==> config.mk <==
export PLATFORM = sky130hd
export DESIGN_NAME = mem_arbiter
export DESIGN_NICKNAME = d
export VERILOG_FILES = /design/src/rtl/mem_arb_pkg.sv /design/src/rtl/mem_arbiter_rr_picker.sv /design/src/rtl/mem_arbiter.sv
export SDC_FILE = /design/constraint.sdc
export NUM_CORES = 1
export LEC_CHECK = 0
export CORE_ASPECT_RATIO = 1.1
export CORE_UTILIZATION = 45
export DETAILED_ROUTE_END_ITERATION = 7
export DONT_BUFFER_PORTS = 1
export HOLD_SLACK_MARGIN = 0.08
export PLACE_DENSITY = 0.65
export SLEW_MARGIN = 20
export SYNTH_ARGS = -nofsm -noshare
export SYNTH_HDL_FRONTEND = slang
export SYNTH_SLANG_ARGS = --single-unit
==> constraint.sdc <==
create_clock -name clk -period 2.36 [get_ports clk]
set_input_delay 0.472 -clock clk [delete_from_list [all_inputs] [get_ports clk]]
set_output_delay 0.472 -clock clk [all_outputs]
set_load 0.005 [all_outputs]
==> src/rtl/mem_arb_pkg.sv <==
// Shared types and constants for the sample-memory arbiter.
package mem_arb_pkg;

    typedef enum logic {
        IDLE = 1'b0,
        OWN  = 1'b1
    } arb_state_t;

    localparam int DEF_NUM_REQ  = 3;
    localparam int DEF_ADDR_W   = 8;
    localparam int DEF_DATA_W   = 8;
    localparam int DEF_MAX_HOLD = 4;

    localparam int IDX_W  = 2;
    localparam int HOLD_W = 4;

    localparam logic [IDX_W-1:0] REQ_SENSOR = 2'd0;
    localparam logic [IDX_W-1:0] REQ_RADIO  = 2'd1;
    localparam logic [IDX_W-1:0] REQ_DEBUG  = 2'd2;

endpackage

==> src/rtl/mem_arbiter_rr_picker.sv <==
// Combinational rotating-priority picker: first valid requester at or after 'start'.
// Zero latency; no backpressure (pure function of its inputs).
module rr_picker
    import mem_arb_pkg::*;
#(
    parameter int NUM_REQ = DEF_NUM_REQ
) (
    input  logic [NUM_REQ-1:0] valid,
    input  logic [IDX_W-1:0]   start,
    output logic               any,
    output logic [IDX_W-1:0]   idx
);

    localparam int SW = IDX_W + 1;

    logic [2*NUM_REQ-1:0] dbl;
    logic [NUM_REQ-1:0]   rot;
    logic [SW-1:0]        sum;

    // Rotate so bit 0 of 'rot' is the requester at 'start'.
    assign dbl = {valid, valid};
    assign rot = NUM_REQ'(dbl >> start);

    always_comb begin
        any = 1'b0;
        idx = '0;
        sum = '0;
        for (int k = 0; k < NUM_REQ; k++) begin
            if (!any && rot[k]) begin
                sum = {1'b0, start} + SW'(k);
                if (sum >= SW'(NUM_REQ)) begin
                    sum = sum - SW'(NUM_REQ);
                end
                any = 1'b1;
                idx = sum[IDX_W-1:0];
            end
        end
    end

endmodule

==> src/rtl/mem_arbiter.sv <==
// Round-robin arbiter for the single-port sample memory; read data is routed back by tag.
// Grant one cycle after request, mem strobe at +1, rsp at +3; tenure capped at MAX_HOLD beats.
module mem_arbiter
    import mem_arb_pkg::*;
#(
    parameter int NUM_REQ  = DEF_NUM_REQ,
    parameter int ADDR_W   = DEF_ADDR_W,
    parameter int DATA_W   = DEF_DATA_W,
    parameter int MAX_HOLD = DEF_MAX_HOLD
) (
    input  logic                      clk,
    input  logic                      rst,
    input  logic [NUM_REQ-1:0]        req_valid,
    input  logic [NUM_REQ-1:0]        req_write,
    input  logic [NUM_REQ*ADDR_W-1:0] req_addr,
    input  logic [NUM_REQ*DATA_W-1:0] req_wdata,
    output logic [NUM_REQ-1:0]        req_ready,
    output logic [NUM_REQ-1:0]        rsp_valid,
    output logic [DATA_W-1:0]         rsp_data,
    output logic [ADDR_W-1:0]         mem_address,
    output logic [DATA_W-1:0]         mem_wdata,
    output logic                      mem_write,
    output logic                      mem_read,
    input  logic [DATA_W-1:0]         mem_rdata,
    output logic                      busy,
    output logic [1:0]                owner
);

    arb_state_t        state_q, state_d;
    logic [IDX_W-1:0]  owner_q, owner_d;
    logic [IDX_W-1:0]  last_owner_q, last_owner_d;
    logic [HOLD_W-1:0] hold_q, hold_d;

    logic [ADDR_W-1:0] mem_addr_q;
    logic [DATA_W-1:0] mem_wdata_q;
    logic              mem_wr_q, mem_rd_q;
    logic              tag1_vld_q, tag2_vld_q;
    logic [IDX_W-1:0]  tag1_q, tag2_q;
    logic [NUM_REQ-1:0] rsp_vld_q, rsp_vld_d;
    logic [DATA_W-1:0] rsp_data_q;

    logic [IDX_W-1:0]  pick_start;
    logic              pick_any;
    logic [IDX_W-1:0]  pick_idx;
    logic              own_vld;
    logic              beat;

    assign pick_start = (last_owner_q == IDX_W'(NUM_REQ - 1)) ? '0 : last_owner_q + 1'b1;

    rr_picker #(.NUM_REQ(NUM_REQ)) u_picker (
        .valid (req_valid),
        .start (pick_start),
        .any   (pick_any),
        .idx   (pick_idx)
    );

    assign own_vld = req_valid[owner_q];
    assign beat    = (state_q == OWN) && own_vld;

    always_ff @(posedge clk) begin
        if (rst) begin
            state_q      <= IDLE;
            owner_q      <= '0;
            last_owner_q <= IDX_W'(NUM_REQ - 1);
            hold_q       <= '0;
        end else begin
            state_q      <= state_d;
            owner_q      <= owner_d;
            last_owner_q <= last_owner_d;
            hold_q       <= hold_d;
        end
    end

    // IDLE never grants and always lasts a cycle, which bounds the wait of any requester.
    always_comb begin
        state_d      = state_q;
        owner_d      = owner_q;
        last_owner_d = last_owner_q;
        hold_d       = hold_q;
        req_ready    = '0;
        case (state_q)
            IDLE: begin
                if (pick_any) begin
                    state_d = OWN;
                    owner_d = pick_idx;
                    hold_d  = '0;
                end
            end
            OWN: begin
                req_ready[owner_q] = 1'b1;
                if (!own_vld || hold_q == HOLD_W'(MAX_HOLD - 1)) begin
                    state_d      = IDLE;
                    last_owner_d = owner_q;
                end else begin
                    hold_d = hold_q + 1'b1;
                end
            end
            default: state_d = IDLE;
        endcase
    end

    always_comb begin
        rsp_vld_d = '0;
        if (tag2_vld_q) begin
            rsp_vld_d[tag2_q] = 1'b1;
        end
    end

    always_ff @(posedge clk) begin
        if (rst) begin
            mem_addr_q  <= '0;
            mem_wdata_q <= '0;
            mem_wr_q    <= 1'b0;
            mem_rd_q    <= 1'b0;
            tag1_vld_q  <= 1'b0;
            tag1_q      <= '0;
            tag2_vld_q  <= 1'b0;
            tag2_q      <= '0;
            rsp_vld_q   <= '0;
            rsp_data_q  <= '0;
        end else begin
            mem_wr_q   <= beat && req_write[owner_q];
            mem_rd_q   <= beat && !req_write[owner_q];
            if (beat) begin
                mem_addr_q  <= req_addr[int'(owner_q)*ADDR_W +: ADDR_W];
                mem_wdata_q <= req_wdata[int'(owner_q)*DATA_W +: DATA_W];
            end
            // The tag travels alongside the read so data returns to whoever issued it.
            tag1_vld_q <= beat && !req_write[owner_q];
            tag1_q     <= owner_q;
            tag2_vld_q <= tag1_vld_q;
            tag2_q     <= tag1_q;
            rsp_vld_q  <= rsp_vld_d;
            if (tag2_vld_q) begin
                rsp_data_q <= mem_rdata;
            end
        end
    end

    assign mem_address = mem_addr_q;
    assign mem_wdata   = mem_wdata_q;
    assign mem_write   = mem_wr_q;
    assign mem_read    = mem_rd_q;
    assign rsp_valid   = rsp_vld_q;
    assign rsp_data    = rsp_data_q;
    assign busy        = (state_q == OWN) || tag1_vld_q || tag2_vld_q;
    assign owner       = (state_q == OWN) ? owner_q : 2'd0;

endmodule

==> out/results.md <==
| Result | This run | Unit |
|---|---|---|
| Diodes inserted | 0 | - |
| FMAX | 0.5656 | GHz |
| Critical path endpoint category | output port | - |
| TritonCTS clock tree | done | - |
| Aggregate routed wire length | 4069 | µm |
| Fin. Hold Viols | 0 | - |
| Die area | 4814 | µm² |
| Routed len/inst | 14.80 | µm |
| Area leader, netlist | sky130_fd_sc_hd__dfxtp_1 | - |
| List of most frequent post-synthesis cells | sky130_fd_sc_hd__nor2_1, sky130_fd_sc_hd__dfxtp_1, sky130_fd_sc_hd__mux2i_1 | - |
| Root buffer selected by CTS | sky130_fd_sc_hd__clkbuf_8 | - |
| Die span in x | 66.25 | µm |
| Share of the cycle needed by the critical path after routing | 74.92 | % |
| Antenna Violating Nets Remaining | 0 | - |
| Master of the slowest instance on the critical path | sky130_fd_sc_hd__dfxtp_1 | - |
| Flop2flop setup slack | 0.65 | ns |
| Global route total overflow | 0 | - |
| Clock-pin slew on the worst setup and hold paths | 0.08 | ns |
| Part of the Yosys area used for sequential elements | 42.13 | % |
| Top cell family by delay on the critical path | flip-flops | - |
| Worst slew margin | 63.81 | % |
| CTS buffer count | 5 | - |
| Leakage power | 0.7682 | nW |
| Number of fillers in the final layout | 406 | - |
| Measured slew at the worst slew-check pin | 0.5422 | ns |
| Maxcap violations | 0 | - |
| Maximum single-stage delay on the critical path | 0.51 | ns |
| Post-route worst hold slack | 0.2379 | ns |
| Commonest register cell after synthesis | sky130_fd_sc_hd__dfxtp_1 | - |
| Sum of negative setup slack | 0 | ns |
| Number of global-route vias before repair | 1364 | - |
| Violation count after the first detailed-route iteration | 41 | - |
| Layout-stage area growth over the synthesis result | 7.348 | % |
| Worst path setup slack after routing | 0.5918 | ns |
| Count of distinct cell types in the synthesized netlist | 32 | - |
| Fraction of post-synthesis cell area in the top cell type by area | 42.13 | % |
| Final slew viol count | 0 | - |
| Maximum VDD drop | 0.3693 | mV |
| Power, Total | 0.001626 | W |
| #FFs+latches synth | 43 | - |
| Clock buffer depth | 2 | - |
| Clock Sinks | 43 | - |
| Crit path required time | 1.89 | ns |
| Vertical die dimension | 72.67 | µm |
| Post-Route Utilization | 50.81 | % |
| Wire length of the first global-routing pass | 6465 | µm |
| Final Critical Period | 1.768 | ns |
| Average size of a mapped cell | 9.162 | µm² |
| CTS HTree Levels | 2 | - |
| Clock latency at the later pin of the worst-skew pair | 0.29 | ns |
| Result of the run | complete, no violations | - |
| Biggest area contributors in the synthesized netlist | sky130_fd_sc_hd__dfxtp_1, sky130_fd_sc_hd__mux2i_1, sky130_fd_sc_hd__a211oi_2, sky130_fd_sc_hd__nor2_1, sky130_fd_sc_hd__a21oi_1 | - |
| Buffering stage count on the worst path with inverters included | 1 | - |
| Standard-cell row count | 25 | - |
| Effective utilization at floorplan | 47.33 | % |
| Pin count of the biggest net entering global routing | 42 | - |
| Resized cells post-CTS | 0 | - |
| Estimated wirelength of the detail-placed design | 2892 | µm |
| Number of hold-repair buffers added at the cts stage | 0 | - |
| Core ar. | 4317 | µm² |
| TritonRoute pass-1 iters | 4 | - |
| Fraction of layout instances using a drive strength above 1 | 13.57 | % |
| Finish-stage setup viols | 0 | - |
| Routed vias | 1492 | - |
| Startpoint Class | flip-flop | - |
| PortBufs | 0 | - |
| Number of instances in the synthesized netlist | 223 | - |
| FFs w/ async S/R, synth | 0 | % |
| Arrival @ worst endpoint | 1.30 | ns |
| Global Route Usage Sum | 18.07 | % |
| Fin nets | 285 | - |
| Largest fanout on the critical path | 20 | - |
| Ports placed on the boundary | 99 | - |
| RSZ-0062 raised after global routing | false | - |
| Setup clock skew after layout | 0.003652 | ns |
| Buffers inserted by post-CTS timing repair | 0 | - |
| Power density relative to cell area | 741.5 | nW/µm² |
| Routability Congestion | 0.7687 | - |
| Storage element area | 860.8 | µm² |
| Cell area after synthesis | 2043 | µm² |
| Vias per inst | 5.425 | - |
| Most repeated cell in the gate-level netlist after synthesis | sky130_fd_sc_hd__nor2_1 | - |
| Area of combinational cells with multiple inputs | 1092 | µm² |
| Type of the worst min-delay path | input pin to flip-flop | - |
| DP Worst Slack | 0.6535 | ns |
| Number of antenna violations at the first check in global routing | 0 | - |
| Type of the worst setup path | flip-flop to output port | - |
| Synth Net Count | 288 | - |
| Cell-by-cell listing of the critical path | buf_4 > nor2_1 | - |
| Synthesis warning total | 0 | - |
| Count of flip-flops with a built-in enable after synthesis | 0 | - |
| DRC violations left | 0 | - |
worst reg2reg max path: stages, from the launching register on:
cell	delay [ns]
sky130_fd_sc_hd__dfxtp_1	0.51
sky130_fd_sc_hd__mux2i_1	0.43
sky130_fd_sc_hd__o22ai_4	0.18
sky130_fd_sc_hd__nand2b_1	0.16
sky130_fd_sc_hd__mux2_1	0.33
logic make-up (layout without fill, tap and decap cells):
logic type | count (synthesis) | in the layout | synth area share, %
AO/OA/AOI/OAI | 49 | 49 | 19.60
adder cells (fa/ha/maj) | 1 | 1 | 0.6123
multiplexers | 29 | 29 | 14.27
buffers and inverters | 19 | 17 | 4.409
AND/OR/NAND/NOR | 82 | 82 | 18.98
flip-flops | 43 | 43 | 42.13
flip-flops by register name (all words and copies together) (netlist names):
signal	count
mem_address	8
mem_wdata	8
rsp_data	8
hold_q	4
rsp_valid	3
last_owner_q	2
owner_q	2
tag1_q	2
tag2_q	2
mem_write	1
state_q	1
tag1_vld_q	1
tag2_vld_q	1
report_power, final:
part | total, W | switching [W] | internal (W)
clock network | 0.000578 | 0.000263 | 0.000315
registers | 0.000809 | 0.0000395 | 0.000769
logic | 0.000240 | 0.000134 | 0.000106
total | 0.00163 | 0.000436 | 0.00119
routing by layer:
layer | track usage, % | wire length (µm)
met5 | 0 | 0
met4 | 7.801 | 52
met2 | 30.05 | 1894
met3 | 5.781 | 293
met1 | 21.20 | 1829
area by class of cell:
type,count,share of cell area [%]
well taps,54,3.080
repair buffers,7,2.396
flip-flops and latches,43,39.25
inverters,2,0.3423
multi-input cells,161,49.80
clock inverters,3,1.997
clock buffers,5,3.137
cells in the final DEF, fill, tap and decap left out, types with 5 or more instances in the layout:
cell                       synthesis  layout
sky130_fd_sc_hd__nor2_1           46      46
sky130_fd_sc_hd__dfxtp_1          43      43
sky130_fd_sc_hd__mux2i_1          28      28
sky130_fd_sc_hd__a21oi_1          21      21
sky130_fd_sc_hd__a211oi_2         14      14
sky130_fd_sc_hd__nor2b_1           8       8
sky130_fd_sc_hd__buf_4             3       7
sky130_fd_sc_hd__nand2_1           6       6
sky130_fd_sc_hd__nand2b_1          5       5
sky130_fd_sc_hd__nor3b_1           5       5
sky130_fd_sc_hd__clkbuf_8          0       5
metrics by stage:
step,instance area (µm²),std cells
after global placement,2081,267
after global routing,2193,275
final,2193,275
after detailed placement,2081,267
after CTS,2193,275
after floorplan,2043,223
worst paths after layout:
| path | from | to | depth (start not counted) |
|---|---|---|---|
| worst min-delay path | rst | tag2_vld_q | 1 |
| worst max-delay path | owner_q[1] | req_ready[0] | 2 |
| worst min register to register | tag1_q[1] | tag2_q[1] | 1 |
| worst max register to register | owner_q[1] | hold_q[0] | 4 |
Note: power is estimated with default switching activity, not from simulation.
==> edit 1, RTL diff (same flow settings) <==
`DEF_ADDR_W`: 8 -> 9.
--- a/src/rtl/mem_arb_pkg.sv
+++ b/src/rtl/mem_arb_pkg.sv
@@ -9,3 +9,3 @@
     localparam int DEF_NUM_REQ  = 3;
-    localparam int DEF_ADDR_W   = 8;
+    localparam int DEF_ADDR_W   = 9;
     localparam int DEF_DATA_W   = 8;
Ports: changed (resized mem_address and req_addr); port bits go from 99 to 103. The function was not compared with the original's and may differ.
==> edit 1 against the unedited design <==
Area after synthesis is 3.2% higher; design area is 0.17% higher; worst setup slack worse by 0.078 ns; wire length is 8.7% higher; register-to-register slack worse by 0.14 ns; non-clock buffer count is 3 lower; die area is 3.2% higher; sequential cell count is 1 higher; total power is 7.8% lower; count of clock-buffer cells in the layout is 3 higher; worst hold slack better by 0.0079 ns; critical path type is now flop to flop; critical endpoint is now mem_address[7]$_SDFFE_PP0P_; largest power group unchanged; highest routed layer unchanged.
==> edit 1: results (changes against the unedited design) <==
Global route
  – Largest net degree at the start of global routing: 43 (+2.4%)
  – First-pass GRT wire length: 6840 um (+5.8%)
  – Grt met3 use: 6.52% (+0.74 points)
  – Vias in the first global route: 1507 (+10%)
  – Met2 usage in global routing: 31.9% (+1.8 points)
  – GR Layer Usage met1: 20.9% (-0.27 points)
  – Antenna violations before repair: 0 (unchanged)
  – Gr usage total: 18.4% (+0.29 points)

Timing
  – Setup TNS: 0 ns (unchanged)
  – Actual slew at the worst max-slew pin: 0.521 ns (-0.0211 ns)
  – Setup Skew: 0.00317 ns (-0.000484 ns)

Finish
  – Number of flip-flops in the largest register: 9
  – Share of layout cells above drive strength 1: 11.0% (-2.6 points)
  – Antenna cells: 0 (unchanged)
  – Fillers: 412 (+1.5%)
  – # nets final: 295 (+3.5%)

Yosys
  – Post-synthesis sequential area ratio: 41.8% (-0.38 points)
  – Synth area leaders: dfxtp_1 42%, mux2i_1 14%, a21oi_1 10%
  – Async SR Flop Fraction: 0% (unchanged)
  – Synth top cells by count: 44 x dfxtp_1, 42 x a21oi_1, 32 x nor2_1, 30 x mux2i_1, 15 x clkbuf_1
  – Count of cell types in the netlist: 31 (-3.1%)
  – Ys flop type: dfxtp_1
  – Syn. warnings: 0 (unchanged)

Hold path
  – HP Class: input port to flop

Worst setup path
  – Register-to-register setup slack: 0.51 ns (-0.14 ns)
  – Slowest cell on crit path: mux2_4
  – Critical-path maximum fanout: 25 (+25%)
  – CP max stage delay: 0.39 ns (-0.12 ns)
  – Arr. time, crit path: 2.05 ns (+0.75 ns)
  – Worst r2r dst: mem_address[7]$_SDFFE_PP0P_
  – Worst Setup Path Type: flop to flop
  – CP top delay family: simple AND/OR/NAND/NOR gates
  – Worst r2r path cells: 5 (+1)

Clock tree
  – Resized cells post-CTS: 0 (unchanged)
  – Root buf cell: clkbuf_8
  – Clk Latency, worst-skew pair: 0.29 ns (about the same)
  – CTS Buf Count: 5 (unchanged)
  – Clock-pin slew on the worst setup and hold paths: 0.07 ns
  – Post-CTS Setup Inserts: 0 (unchanged)

Placed design
  – Final HPWL from detailed placement: 3030 um (+4.6%)
  – GP Congestion: 0.837 (+8.8%)
  – Port Buffers: 0 (unchanged)

Route
  – Initial drt markers: 53 (+29%)
  – Vias/cell: 5.74 (+5.8%)
  – DR WL/cell: 15.7 um (+6.0%)

Power and ir drop
  – VDD IR-drop max: 0.320 mV (-13%)
  – Static leakage: 0.798 nW (+3.9%)

Status
  – Status: finished clean
edit 1: worst min path at each step:
stage	slack, ns	start	endpoint	cells after the start
floorplan	0.41	tag2_q[0]$_SDFF_PP0_	rsp_valid[2]$_SDFF_PP0_	1
global placement	0.42	tag1_q[1]$_SDFF_PP0_	tag2_q[1]$_SDFF_PP0_	1
detailed placement	0.42	tag1_q[1]$_SDFF_PP0_	tag2_q[1]$_SDFF_PP0_	1
CTS	0.22	rst	mem_address[2]$_SDFFE_PP0P_	1
global route	0.22	rst	mem_wdata[5]$_SDFFE_PP0P_	1
finish	0.25	rst	rsp_data[2]$_SDFFE_PP0P_	1
edit 1: worst reg2reg max path, cell delays in order, from the launching register on:
cell and delay [ns]:
dfxtp_1 0.36, buf_4 0.36, nor2b_1 0.11, mux2_4 0.39
and2_4 0.30, a211oi_1 0.24
edit 1: cell type report:
cell class / instances / area share (%)
flip-flops and latches: 44 / 40.1
multi-input cells: 166 / 50.3
well taps: 54 / 3.08
inverters: 6 / 1.03
clock buffers: 8 / 4.10
repair buffers: 4 / 1.37
edit 1: per-layer routing:
layer,wire (um),vias to the layer above
met1,1820,730
li1,-,810
met2,2170,74
met3,389,5
met5,0,-
met4,41,0
edit 1: cell families after synthesis:
family                     Yosys count  synth area share, %
AOI/OAI and AO/OA                   66                 20.6
adders and majority gates            1                0.593
buffers and inverters               26                 5.81
DFF                                 44                 41.8
muxes                               32                 15.7
and+or+nand+nor                     67                 15.6
edit 1: per-stage QoR:
step           instances  utilization (%)  setup slack (ns)  area, um2  power (mW)
5_1_grt              282             49.8             0.352       2200        1.58
3_5_place_dp         274             47.8             0.548       2110        1.05
4_1_cts              282             49.8             0.528       2200        1.53
2_1_floorplan        236                -             0.703       2110        1.02
6_report             282             49.8             0.514       2200        1.50
3_3_place_gp         274             47.8             0.592       2110        1.05
edit 1: power by group:
part	total (mW)	leakage, nW	switching, mW	internal, mW
registers	0.821	0.359	0.0381	0.782
clock network	0.469	0.0455	0.230	0.239
logic	0.211	0.394	0.120	0.0908
total	1.50	0.798	0.388	1.11
==> edit 2, RTL diff (config.mk and constraints unchanged) <==
Without the edit above. `hold_q` no longer has a reset.
--- a/src/rtl/mem_arbiter.sv
+++ b/src/rtl/mem_arbiter.sv
@@ -64,3 +64,2 @@
             last_owner_q <= IDX_W'(NUM_REQ - 1);
-            hold_q       <= '0;
         end else begin
@@ -69,4 +68,7 @@
             last_owner_q <= last_owner_d;
-            hold_q       <= hold_d;
         end
+    end
+
+    always_ff @(posedge clk) begin
+        hold_q <= hold_d;
     end
Behaviour: no difference found for any inputs over 10 cycles, from zero or initial values and one cycle with rst high; that may be too few to reach the edited logic, so the function may still have changed.
==> edit 2 against the unedited design <==
Clock skew is 0.0062 ns higher; synthesized cell count increased by 3.1%; critical path depth grew 1; area after synthesis decreased by 3.3%; fmax is 4.1% lower; global-route usage increased by 0.56 points; utilization rose by 1.2 points; wire length rose by 3.8%; non-clock buffer count is 5 lower; total power increased by 12%; worst setup slack got worse by 0.075 ns; design area shrank 3.1%; sequential cell count stayed put; worst hold slack got worse by 0.0091 ns; largest power group unchanged; highest routed layer unchanged.
==> edit 2: results (changes against the unedited design) <==
Global route
  – First-pass GRT wire length: 6430 um (-0.54%)
  – GR Layer Usage met1: 23.5% (+2.3 points)
  – Grt met3 use: 5.73% (-0.049 points)
  – Met2 usage in global routing: 28.6% (-1.4 points)

Worst setup path
  – Worst r2r path cells: 5 (+1)
  – Worst r2r src: state_q$_SDFF_PP0_
  – CP top delay family: buffers and inverters
  – Critical-path maximum fanout: 23 (+15%)
  – CP max stage delay: 0.38 ns (-0.13 ns)
  – Worst r2r dst: last_owner_q[1]$_SDFFE_PP1P_

Yosys
  – Count of cell types in the netlist: 36 (+13%)
  – Synth area leaders: dfxtp_1 40%, mux2i_1 14%, nor2_1 13%
  – Compound-cell area share of the yosys netlist: 12.6% (-7.0 points)
  – Post-synthesis sequential area ratio: 45.6% (+3.5 points)

Route
  – WL final: 4220 um (+3.8%)
  – DR vias: 1529 (+2.5%)

Finish
  – # nets final: 290 (+1.8%)
  – Share of layout cells above drive strength 1: 6.64% (-6.9 points)

Status
  – Status: finished clean

Timing
  – Actual slew at the worst max-slew pin: 0.662 ns (+0.119 ns)

Placed design
  – Placed inst area: 1990 um2 (-4.5%)
  – GP Congestion: 0.749 (-2.6%)
  – Final HPWL from detailed placement: 2960 um (+2.3%)
  – DP Worst Slack: 0.665 ns (+0.0112 ns)

Power and ir drop
  – Static leakage: 0.776 nW (+1.0%)
==> edit 2: cell count changes after synthesis, sizes merged, moves of 3 or more <==
cell and delta:
nor2 +21, o21ai +17, a211oi -16, buf -4
dfxtp -4, edfxtp +4, nand2 -4, nand2b -3
nor3b -3, o211ai -3
==> edit 2: worst max path at each step <==
stage                                        from                           end  slack [ns]  depth (start not counted)
final                     owner_q[1]$_SDFFE_PP0P_                  req_ready[2]        0.52                          3
after global routing      owner_q[1]$_SDFFE_PP0P_                  req_ready[2]        0.43                          3
after CTS                 owner_q[1]$_SDFFE_PP0P_                  req_ready[2]        0.50                          3
after detailed placement       state_q$_SDFF_PP0_     mem_wdata[6]$_SDFFE_PP0P_        0.66                          3
after global placement                        rst     mem_wdata[4]$_SDFFE_PP0P_        0.69                          3
after floorplan           hold_q[0]$_SDFFCE_PN0P_  last_owner_q[1]$_SDFFE_PP1P_        0.83                          5
==> edit 2: final cells by class <==
| class | count | area, um2 | area share, % |
|---|---|---|---|
| multi-input combinational | 171 | 1000 | 47.1 |
| sequential | 43 | 901 | 42.4 |
| tap | 52 | 65.1 | 3.06 |
| clock buffer | 5 | 68.8 | 3.24 |
| clock inverter | 3 | 66.3 | 3.12 |
| inverter | 2 | 7.51 | 0.353 |
| timing repair buffer | 2 | 15.0 | 0.707 |
==> edit 2: metrics by stage <==
stage                     hold WS (ns)  cells  power (mW)
after detailed placement         0.422    270        1.17
after global routing             0.209    278        1.92
after global placement           0.418    270        1.16
final                            0.229    278        1.82
after floorplan                  0.411    230        1.11
after CTS                        0.214    278        1.84
==> edit 2: power breakdown <==
part	internal, mW	switching, mW	leakage, nW	total (mW)
clock network	0.423	0.251	0.0687	0.674
registers	0.827	0.0769	0.362	0.904
logic	0.109	0.134	0.345	0.243
